**src/rtl/floppy_seek_ctrl_if.sv**
```systemverilog
// Host-side command/result bundle of the floppy seek controller.
// Latency: none (wiring only).
// Backpressure: cmd_valid/cmd_ready handshake; done/err and byte_stb/byte_idx are unthrottled pulses.
interface floppy_seek_ctrl_if;
  logic       cmd_valid;
  logic       cmd_ready;
  logic       cmd_restore;
  logic       cmd_read;
  logic [6:0] cmd_track;
  logic [3:0] cmd_sector;
  logic       done;
  logic [1:0] err;
  logic       byte_stb;
  logic [9:0] byte_idx;

  // FDC register side issues commands and consumes results
  modport master (
    output cmd_valid, cmd_restore, cmd_read, cmd_track, cmd_sector,
    input  cmd_ready, done, err, byte_stb, byte_idx
  );

  // Seek controller side
  modport slave (
    input  cmd_valid, cmd_restore, cmd_read, cmd_track, cmd_sector,
    output cmd_ready, done, err, byte_stb, byte_idx
  );
endinterface

```
**src/rtl/floppy_seek_ctrl.sv**
```systemverilog
// Seek/restore/read sequencer between the FDC registers and the floppy drive.
// Latency: accept to done spans spin-up, step/settle per track and sector search (ms scale).
// Backpressure: cmd_ready only in IDLE; byte_stb has no handshake, the datapath must take every byte.
module floppy_seek_ctrl #(
  parameter int SYS_CLK         = 8000000,
  parameter int STEP_PULSE_CLKS = 32,
  parameter int SPINUP_TMO_MS   = 1000,
  parameter int MOTOR_OFF_MS    = 2000,
  parameter int INDEX_RETRIES   = 5,
  parameter int SECTOR_LEN      = 1024,
  parameter int MAX_STEPS       = 85
) (
  input  logic              clk,
  input  logic              reset_n,
  floppy_seek_ctrl_if.slave host,
  output logic              fdd_select,
  output logic              fdd_motor_on,
  output logic              fdd_step_in,
  output logic              fdd_step_out,
  input  logic [6:0]        fdd_track,
  input  logic [3:0]        fdd_sector,
  input  logic              fdd_sector_hdr,
  input  logic              fdd_sector_data,
  input  logic              fdd_dclk_en,
  input  logic              fdd_ready,
  input  logic              fdd_index
);

  localparam int CLK_PER_MS  = SYS_CLK / 1000;
  localparam int SPINUP_CLKS = CLK_PER_MS * SPINUP_TMO_MS;
  localparam int MOTOR_CLKS  = CLK_PER_MS * MOTOR_OFF_MS;
  localparam int TMO_W       = $clog2(SPINUP_CLKS + STEP_PULSE_CLKS + 3);
  localparam int MOT_W       = $clog2(MOTOR_CLKS + 1);
  localparam int STP_W       = $clog2(MAX_STEPS + 2);
  localparam int RTY_W       = $clog2(INDEX_RETRIES + 1);

  typedef enum logic [2:0] {
    S_IDLE, S_SPINUP, S_STEP, S_SETTLE, S_VERIFY, S_HDR_WAIT, S_XFER, S_DONE
  } state_t;

  state_t           state, state_nx;
  logic             restore_q, restore_nx;
  logic             read_q, read_nx;
  logic [6:0]       track_q, track_nx;
  logic [3:0]       sector_q, sector_nx;
  logic [TMO_W-1:0] tmo_q, tmo_nx;
  logic [MOT_W-1:0] mot_q, mot_nx;
  logic [STP_W-1:0] steps_q, steps_nx;
  logic [RTY_W-1:0] retry_q, retry_nx;
  logic [9:0]       byte_q, byte_nx;
  logic             seen_q, seen_nx;
  logic [1:0]       err_q, err_nx;
  logic             motor_q, motor_nx;
  logic             select_q, select_nx;
  logic             step_in_q, step_in_nx;
  logic             step_out_q, step_out_nx;
  logic             stb_q, stb_nx;
  logic [9:0]       stb_idx_q, stb_idx_nx;
  logic             index_prev_q;

  logic       eval_dir;
  logic [6:0] target;
  logic       at_target;
  logic       go_in;
  logic       step_limit;
  logic       index_fall;

  // Restore always heads for track 0 and always steps inward, whatever the head reports
  assign target     = restore_q ? 7'd0 : track_q;
  assign at_target  = (fdd_track == target);
  assign go_in      = restore_q || (track_q < fdd_track);
  assign step_limit = restore_q ? (steps_q >= STP_W'(MAX_STEPS))
                                : (steps_q >  STP_W'(MAX_STEPS));
  assign index_fall = index_prev_q && !fdd_index;

  assign host.cmd_ready = (state == S_IDLE);
  assign host.done      = (state == S_DONE);
  assign host.err       = err_q;
  assign host.byte_stb  = stb_q;
  assign host.byte_idx  = stb_idx_q;
  assign fdd_select     = select_q;
  assign fdd_motor_on   = motor_q;
  assign fdd_step_in    = step_in_q;
  assign fdd_step_out   = step_out_q;

  // Next-state and next-output decode; SPINUP and SETTLE share the direction decision
  always_comb begin
    state_nx    = state;
    restore_nx  = restore_q;
    read_nx     = read_q;
    track_nx    = track_q;
    sector_nx   = sector_q;
    tmo_nx      = tmo_q;
    mot_nx      = mot_q;
    steps_nx    = steps_q;
    retry_nx    = retry_q;
    byte_nx     = byte_q;
    seen_nx     = seen_q;
    err_nx      = err_q;
    motor_nx    = motor_q;
    select_nx   = select_q;
    step_in_nx  = step_in_q;
    step_out_nx = step_out_q;
    stb_nx      = 1'b0;
    stb_idx_nx  = stb_idx_q;
    eval_dir    = 1'b0;

    case (state)
      S_IDLE: begin
        if (host.cmd_valid) begin
          restore_nx = host.cmd_restore;
          read_nx    = host.cmd_read;
          track_nx   = host.cmd_track;
          sector_nx  = host.cmd_sector;
          motor_nx   = 1'b1;
          select_nx  = 1'b1;
          mot_nx     = MOT_W'(MOTOR_CLKS);
          tmo_nx     = '0;
          steps_nx   = '0;
          err_nx     = 2'd0;
          state_nx   = S_SPINUP;
        end else if (motor_q) begin
          // Motor off-timer only runs while the controller sits idle
          if (mot_q <= MOT_W'(1)) begin
            motor_nx  = 1'b0;
            select_nx = 1'b0;
          end else begin
            mot_nx = mot_q - MOT_W'(1);
          end
        end
      end
      S_SPINUP: begin
        if (fdd_ready) begin
          eval_dir = 1'b1;
        end else if (tmo_q == TMO_W'(SPINUP_CLKS - 1)) begin
          err_nx   = 2'd1;
          state_nx = S_DONE;
        end else begin
          tmo_nx = tmo_q + TMO_W'(1);
        end
      end
      S_STEP: begin
        if (tmo_q == TMO_W'(STEP_PULSE_CLKS - 1)) begin
          step_in_nx  = 1'b0;
          step_out_nx = 1'b0;
          steps_nx    = steps_q + STP_W'(1);
          tmo_nx      = '0;
          state_nx    = S_SETTLE;
        end else begin
          tmo_nx = tmo_q + TMO_W'(1);
        end
      end
      S_SETTLE: begin
        // The drive raises busy a cycle after the pulse, so the first two cycles are blind
        if (tmo_q < TMO_W'(2)) begin
          tmo_nx = tmo_q + TMO_W'(1);
        end else if (fdd_ready) begin
          eval_dir = 1'b1;
        end else if (tmo_q == TMO_W'(SPINUP_CLKS + 1)) begin
          err_nx   = 2'd1;
          state_nx = S_DONE;
        end else begin
          tmo_nx = tmo_q + TMO_W'(1);
        end
      end
      S_VERIFY: begin
        if (!at_target) begin
          err_nx   = 2'd2;
          state_nx = S_DONE;
        end else if (read_q) begin
          retry_nx = '0;
          state_nx = S_HDR_WAIT;
        end else begin
          err_nx   = 2'd0;
          state_nx = S_DONE;
        end
      end
      S_HDR_WAIT: begin
        if (fdd_sector_hdr && (fdd_sector == sector_q)) begin
          byte_nx  = '0;
          seen_nx  = 1'b0;
          state_nx = S_XFER;
        end else if (index_fall) begin
          if (retry_q == RTY_W'(INDEX_RETRIES - 1)) begin
            err_nx   = 2'd3;
            state_nx = S_DONE;
          end else begin
            retry_nx = retry_q + RTY_W'(1);
          end
        end
      end
      S_XFER: begin
        // Gap between header and data is legal; a data field that ends short is not
        if (!fdd_ready || (seen_q && !fdd_sector_data)) begin
          err_nx   = 2'd3;
          state_nx = S_DONE;
        end else if (fdd_dclk_en && fdd_sector_data) begin
          stb_nx     = 1'b1;
          stb_idx_nx = byte_q;
          seen_nx    = 1'b1;
          if (byte_q == 10'(SECTOR_LEN - 1)) begin
            err_nx   = 2'd0;
            state_nx = S_DONE;
          end else begin
            byte_nx = byte_q + 10'd1;
          end
        end
      end
      S_DONE: begin
        state_nx = S_IDLE;
      end
      default: begin
        state_nx = S_IDLE;
      end
    endcase

    if (eval_dir) begin
      if (at_target) begin
        state_nx = S_VERIFY;
      end else if (step_limit) begin
        err_nx   = 2'd2;
        state_nx = S_DONE;
      end else begin
        tmo_nx      = '0;
        step_in_nx  = go_in;
        step_out_nx = !go_in;
        state_nx    = S_STEP;
      end
    end
  end

  // State and output registers; reset drops step/motor/select lines immediately
  always_ff @(posedge clk or negedge reset_n) begin
    if (!reset_n) begin
      state        <= S_IDLE;
      restore_q    <= 1'b0;
      read_q       <= 1'b0;
      track_q      <= '0;
      sector_q     <= '0;
      tmo_q        <= '0;
      mot_q        <= '0;
      steps_q      <= '0;
      retry_q      <= '0;
      byte_q       <= '0;
      seen_q       <= 1'b0;
      err_q        <= 2'd0;
      motor_q      <= 1'b0;
      select_q     <= 1'b0;
      step_in_q    <= 1'b0;
      step_out_q   <= 1'b0;
      stb_q        <= 1'b0;
      stb_idx_q    <= '0;
      index_prev_q <= 1'b1;
    end else begin
      state        <= state_nx;
      restore_q    <= restore_nx;
      read_q       <= read_nx;
      track_q      <= track_nx;
      sector_q     <= sector_nx;
      tmo_q        <= tmo_nx;
      mot_q        <= mot_nx;
      steps_q      <= steps_nx;
      retry_q      <= retry_nx;
      byte_q       <= byte_nx;
      seen_q       <= seen_nx;
      err_q        <= err_nx;
      motor_q      <= motor_nx;
      select_q     <= select_nx;
      step_in_q    <= step_in_nx;
      step_out_q   <= step_out_nx;
      stb_q        <= stb_nx;
      stb_idx_q    <= stb_idx_nx;
      index_prev_q <= fdd_index;
    end
  end

endmodule

```
**src/flat_wrapper.sv**
```systemverilog
// flat-port wrapper written by rule: the top's interface ports become plain ports
module floppy_seek_ctrl_flat 
#(
  parameter int SYS_CLK         = 8000000,
  parameter int STEP_PULSE_CLKS = 32,
  parameter int SPINUP_TMO_MS   = 1000,
  parameter int MOTOR_OFF_MS    = 2000,
  parameter int INDEX_RETRIES   = 5,
  parameter int SECTOR_LEN      = 1024,
  parameter int MAX_STEPS       = 85
)
  (clk, reset_n, fdd_select, fdd_motor_on, fdd_step_in, fdd_step_out, fdd_track, fdd_sector, fdd_sector_hdr, fdd_sector_data, fdd_dclk_en, fdd_ready, fdd_index, host_cmd_valid, host_cmd_restore, host_cmd_read, host_cmd_track, host_cmd_sector, host_cmd_ready, host_done, host_err, host_byte_stb, host_byte_idx);
  floppy_seek_ctrl_if host_i ();
  input  logic clk;
  input  logic reset_n;
  output logic fdd_select;
  output logic fdd_motor_on;
  output logic fdd_step_in;
  output logic fdd_step_out;
  input  logic [6:0] fdd_track;
  input  logic [3:0] fdd_sector;
  input  logic fdd_sector_hdr;
  input  logic fdd_sector_data;
  input  logic fdd_dclk_en;
  input  logic fdd_ready;
  input  logic fdd_index;
  input wire logic [$bits(host_i.cmd_valid)-1:0] host_cmd_valid;
  input wire logic [$bits(host_i.cmd_restore)-1:0] host_cmd_restore;
  input wire logic [$bits(host_i.cmd_read)-1:0] host_cmd_read;
  input wire logic [$bits(host_i.cmd_track)-1:0] host_cmd_track;
  input wire logic [$bits(host_i.cmd_sector)-1:0] host_cmd_sector;
  output wire logic [$bits(host_i.cmd_ready)-1:0] host_cmd_ready;
  output wire logic [$bits(host_i.done)-1:0] host_done;
  output wire logic [$bits(host_i.err)-1:0] host_err;
  output wire logic [$bits(host_i.byte_stb)-1:0] host_byte_stb;
  output wire logic [$bits(host_i.byte_idx)-1:0] host_byte_idx;
  assign host_i.cmd_valid = host_cmd_valid;
  assign host_i.cmd_restore = host_cmd_restore;
  assign host_i.cmd_read = host_cmd_read;
  assign host_i.cmd_track = host_cmd_track;
  assign host_i.cmd_sector = host_cmd_sector;
  assign host_cmd_ready = host_i.cmd_ready;
  assign host_done = host_i.done;
  assign host_err = host_i.err;
  assign host_byte_stb = host_i.byte_stb;
  assign host_byte_idx = host_i.byte_idx;
  floppy_seek_ctrl #(.SYS_CLK(SYS_CLK), .STEP_PULSE_CLKS(STEP_PULSE_CLKS), .SPINUP_TMO_MS(SPINUP_TMO_MS), .MOTOR_OFF_MS(MOTOR_OFF_MS), .INDEX_RETRIES(INDEX_RETRIES), .SECTOR_LEN(SECTOR_LEN), .MAX_STEPS(MAX_STEPS)) u_core (.clk(clk), .reset_n(reset_n), .host(host_i), .fdd_select(fdd_select), .fdd_motor_on(fdd_motor_on), .fdd_step_in(fdd_step_in), .fdd_step_out(fdd_step_out), .fdd_track(fdd_track), .fdd_sector(fdd_sector), .fdd_sector_hdr(fdd_sector_hdr), .fdd_sector_data(fdd_sector_data), .fdd_dclk_en(fdd_dclk_en), .fdd_ready(fdd_ready), .fdd_index(fdd_index));
endmodule
```
**config.mk**
```make
export PLATFORM = sky130hd
export DESIGN_NAME = floppy_seek_ctrl_flat
export DESIGN_NICKNAME = d
export VERILOG_FILES = /design/src/rtl/floppy_seek_ctrl_if.sv /design/src/rtl/floppy_seek_ctrl.sv /design/src/flat_wrapper.sv
export SDC_FILE = /design/constraint.sdc
export NUM_CORES = 1
export LEC_CHECK = 0
export BUFFER_PORTS_ARGS = -buffer_cell sky130_fd_sc_hd__clkbuf_2
export CAP_MARGIN = 5
export CORE_MARGIN = 5
export CORE_UTILIZATION = 45
export CTS_CLUSTER_SIZE = 14
export DETAILED_ROUTE_END_ITERATION = 10
export PLACE_DENSITY = 0.74
export SLEW_MARGIN = 5
export SYNTH_ARGS = -nofsm -noshare
export SYNTH_HDL_FRONTEND = slang
export SYNTH_SLANG_ARGS = --single-unit
```
**constraint.sdc**
```tcl
create_clock -name clk -period 2.6 [get_ports clk]
set_input_delay 0.39 -clock clk [delete_from_list [all_inputs] [get_ports clk]]
set_output_delay 0.39 -clock clk [all_outputs]
set_load 0.01 [all_outputs]
```
==> flow_summary.yaml <==
drt:
  wl_met3_um: 597
  drc_errors: 0
  dr.pass1.iters: 5
  drtIter0Drc: 384
  via_count: 5238
  ant_nets: 0
  routedLengthMet1_um: 6489
  vias_per_cell: 5.681
  wirelength_um: 14620
  wl_per_cell_um: 15.86
  top_layer: "met4"
  wl_met2_um: 7300
setup_path:
  crit_path_end_kind: "register"
  crit_chain: "nor4_4 -> nand4_4 -> o31ai_2 -> a21boi_2 -> buf_4 -> o21ai_0 -> a21oi_1 -> a211oi_1"
  cpPeakStageDelay_ns: 0.48
  ff2ff_path_depth: 8
  critPathMaxFanout: 6
  crit_required_ns: 2.82
  worst-setup-path-type: "register to register"
  crit_buf_inv: 1
  worstPathArrival_ns: 2.70
  worstSetupPathDepth: 8
  path_delay_family: "compound AO/OA/AOI/OAI gates"
  crit_slowest_cell: "dfrtp_1"
  startpoint_type: "register"
global_routing:
  grt_pass1_wl_um: 24700
  grt_max_degree: 53
  overflow: 0
  grt_use_total_pct: 18.74
  grt_pass1_vias: 5187
  antenna_found_initial: 0
synthesis:
  syn_area_per_cell_um2: 8.870
  ys_warn_count: 0
  async_reset_ff_share_pct: 100.0
  yosys_most_used_dff: "dfrtp_1"
  syn-cell-area_um2: 5961
  syn-num-nets: 719
  synth_seq_cells: 102
  synth_cells: 672
  yosysSeqAreaShare_pct: 42.84
  yosysUniqueCellTypes: 74
  synth_edf_count: 0
sta:
  finClkSkew_ns: 0.006145
  final-hold-violation-count: 0
  relSlewSlack_pct: 56.55
  fin_tns_setup_ns: 0
  layout_worst_path_cycle_share_pct: 95.51
  fmax_mhz: 402.7
  worst_pin_slew_ns: 0.6517
  slew_viol_final: 0
  rsz0062_at_grt: "no"
  period_minus_slack_ns: 2.483
  finalSetupViolations: 0
cts:
  tritoncts: "done"
  clock_path_buffers: 2
  clkSlewWorstSetupHoldPaths_ns: 0.07
  cts.sinks: 102
  clk_latency_ns: 0.35
  htreeDepth: 3
  cts_root_buf: "clkbuf_16"
  numCtsBuffers: 9
cells_and_area:
  drive_above_1_share_pct: 18.90
  nets: 788
  area_delta_synth_final_pct: 17.86
  finalNonFillerCells: 922
  fin_area_um2: 7025
  diodes: 0
  fin_util_pct: 53.48
power_and_ir_drop:
  finalPower_mw: 6.425
  vdd_drop_max_mv: 0.6430
  p_leak_nw: 3.146
  power_density_nw_per_um2: 914.5
floorplan:
  dieArea_um2: 15650
  coreArea_um2: 13140
  die_y_um: 125.1
  die_w_um: 125.1
  fp-row-count: 42
  ioPinCount: 51
  initial_core_util_pct: 45.37
placed_design:
  post-place-cells: 904
  placed_area_um2: 6648
  port_buffers: 50
  gp_congestion: 0.9126
  dp_hpwl_um: 10780
job:
  max_cap_viol_count: 0
run_status:
  status: "completed"
worst_hold_path:
  hold_class: "input port to asynchronous set/reset pin"
==> timing repair <==
| item | in CTS | in global routing |
|---|---|---|
| endpoints found under the setup margin | 0 | 27 |
| resized for setup | 0 | 10 |
| hold buffers | 0 | 0 |
| buffers inserted | 0 | 2 |
==> layout make-up <==
type / count / area (µm²)
clock buffer: 10 / 229.0
clock inverter: 6 / 76.32
fill: 1197 / 6112
inverter: 20 / 75.07
multi-input combinational: 518 / 3268
sequential: 102 / 2554
tap: 176 / 220.2
timing repair buffer: 90 / 603.1
==> routing by layer <==
layer  vias up  GRT usage, %
li1       2525             -
met1      2581         24.03
met2       115         31.89
met3        17         4.392
met4         0         5.166
met5         -             0
==> state kept, by name, summed over array words and instances (netlist names) <==
name and count:
u_core.steps_q 7, u_core.index_prev_q 1, u_core.tmo_q 23, u_core.fdd_motor_on 1
u_core.fdd_step_out 1, u_core.track_q 7, u_core.host.byte_idx 10, u_core.fdd_step_in 1
u_core.restore_q 1, u_core.read_q 1, u_core.fdd_select 1, u_core.state 3
u_core.host.err 2, u_core.host.byte_stb 1, u_core.retry_q 3, u_core.seen_q 1
u_core.mot_q 24, u_core.byte_q 10, u_core.sector_q 4
==> through the flow <==
step                setup WS (ns)  hold slack (ns)
finish                     0.1167          0.06577
global route             0.002887           0.1099
CTS                       0.03692          0.08422
detailed placement        0.05534           0.4630
global placement          0.07148           0.4593
floorplan                  0.2671          0.09441
==> kinds of logic after synthesis <==
group | count (synthesis) | synth area share, %
simple gates | 327 | 28.13
compound gates | 127 | 14.63
flops | 102 | 42.84
buf+inv | 52 | 3.547
xor+xnor | 36 | 5.290
fa+ha+maj | 15 | 3.149
mux | 13 | 2.414
==> placed cells by master, fill, tap and decap left out, drive strengths merged, types with 7 or more instances in the layout <==
master,count
nand2,113
dfrtp,101
nor2,76
clkbuf,59
buf,41
a21oi,33
nand3,30
o21ai,26
inv,23
nor3,20
xnor2,19
xor2,17
ha,15
a31oi,14
mux2,11
nor4,11
or3,9
nand2b,8
and4,7
a211oi,7
==> synthesized netlist by cell type, types with 6 or more instances <==
cell type | count | area (µm²)
nand2_1 | 112 | 420.4
nor3_1 | 19 | 95.09
clkbuf_1 | 23 | 86.33
buf_2 | 6 | 30.03
nor2b_1 | 6 | 37.54
mux2_2 | 11 | 123.9
or3_1 | 9 | 56.30
o21ai_0 | 26 | 130.1
nand3_1 | 30 | 150.1
dfrtp_1 | 101 | 2527
a21oi_1 | 33 | 165.2
inv_1 | 20 | 75.07
a31oi_1 | 14 | 87.58
nor2_1 | 76 | 285.3
and2_1 | 6 | 37.54
xnor2_1 | 19 | 166.4
and4_1 | 7 | 61.31
ha_1 | 15 | 187.7
nand2b_1 | 8 | 50.05
a211oi_1 | 7 | 52.55
nor4_1 | 7 | 43.79
xor2_1 | 17 | 148.9
==> where the power goes <==
group	switching (mW)	internal, mW
clock	0.628	0.764
combinational	1.52	1.15
sequential	0.394	1.97
==> worst paths after layout <==
check / slack (ns) / from / endpoint
worst max-delay path: 0.12 / u_core.tmo_q[8] / u_core.tmo_q[11]
worst min-delay path: 0.07 / reset_n / u_core.fdd_step_out
worst max register to register: 0.12 / u_core.tmo_q[8] / u_core.tmo_q[11]
worst min register to register: 0.50 / u_core.fdd_select / u_core.fdd_select
max in group asynchronous: 1.77 / reset_n / u_core.tmo_q[21]
min in group clk: 0.13 / fdd_index / u_core.index_prev_q
Note: power is estimated with default switching activity, not from simulation.
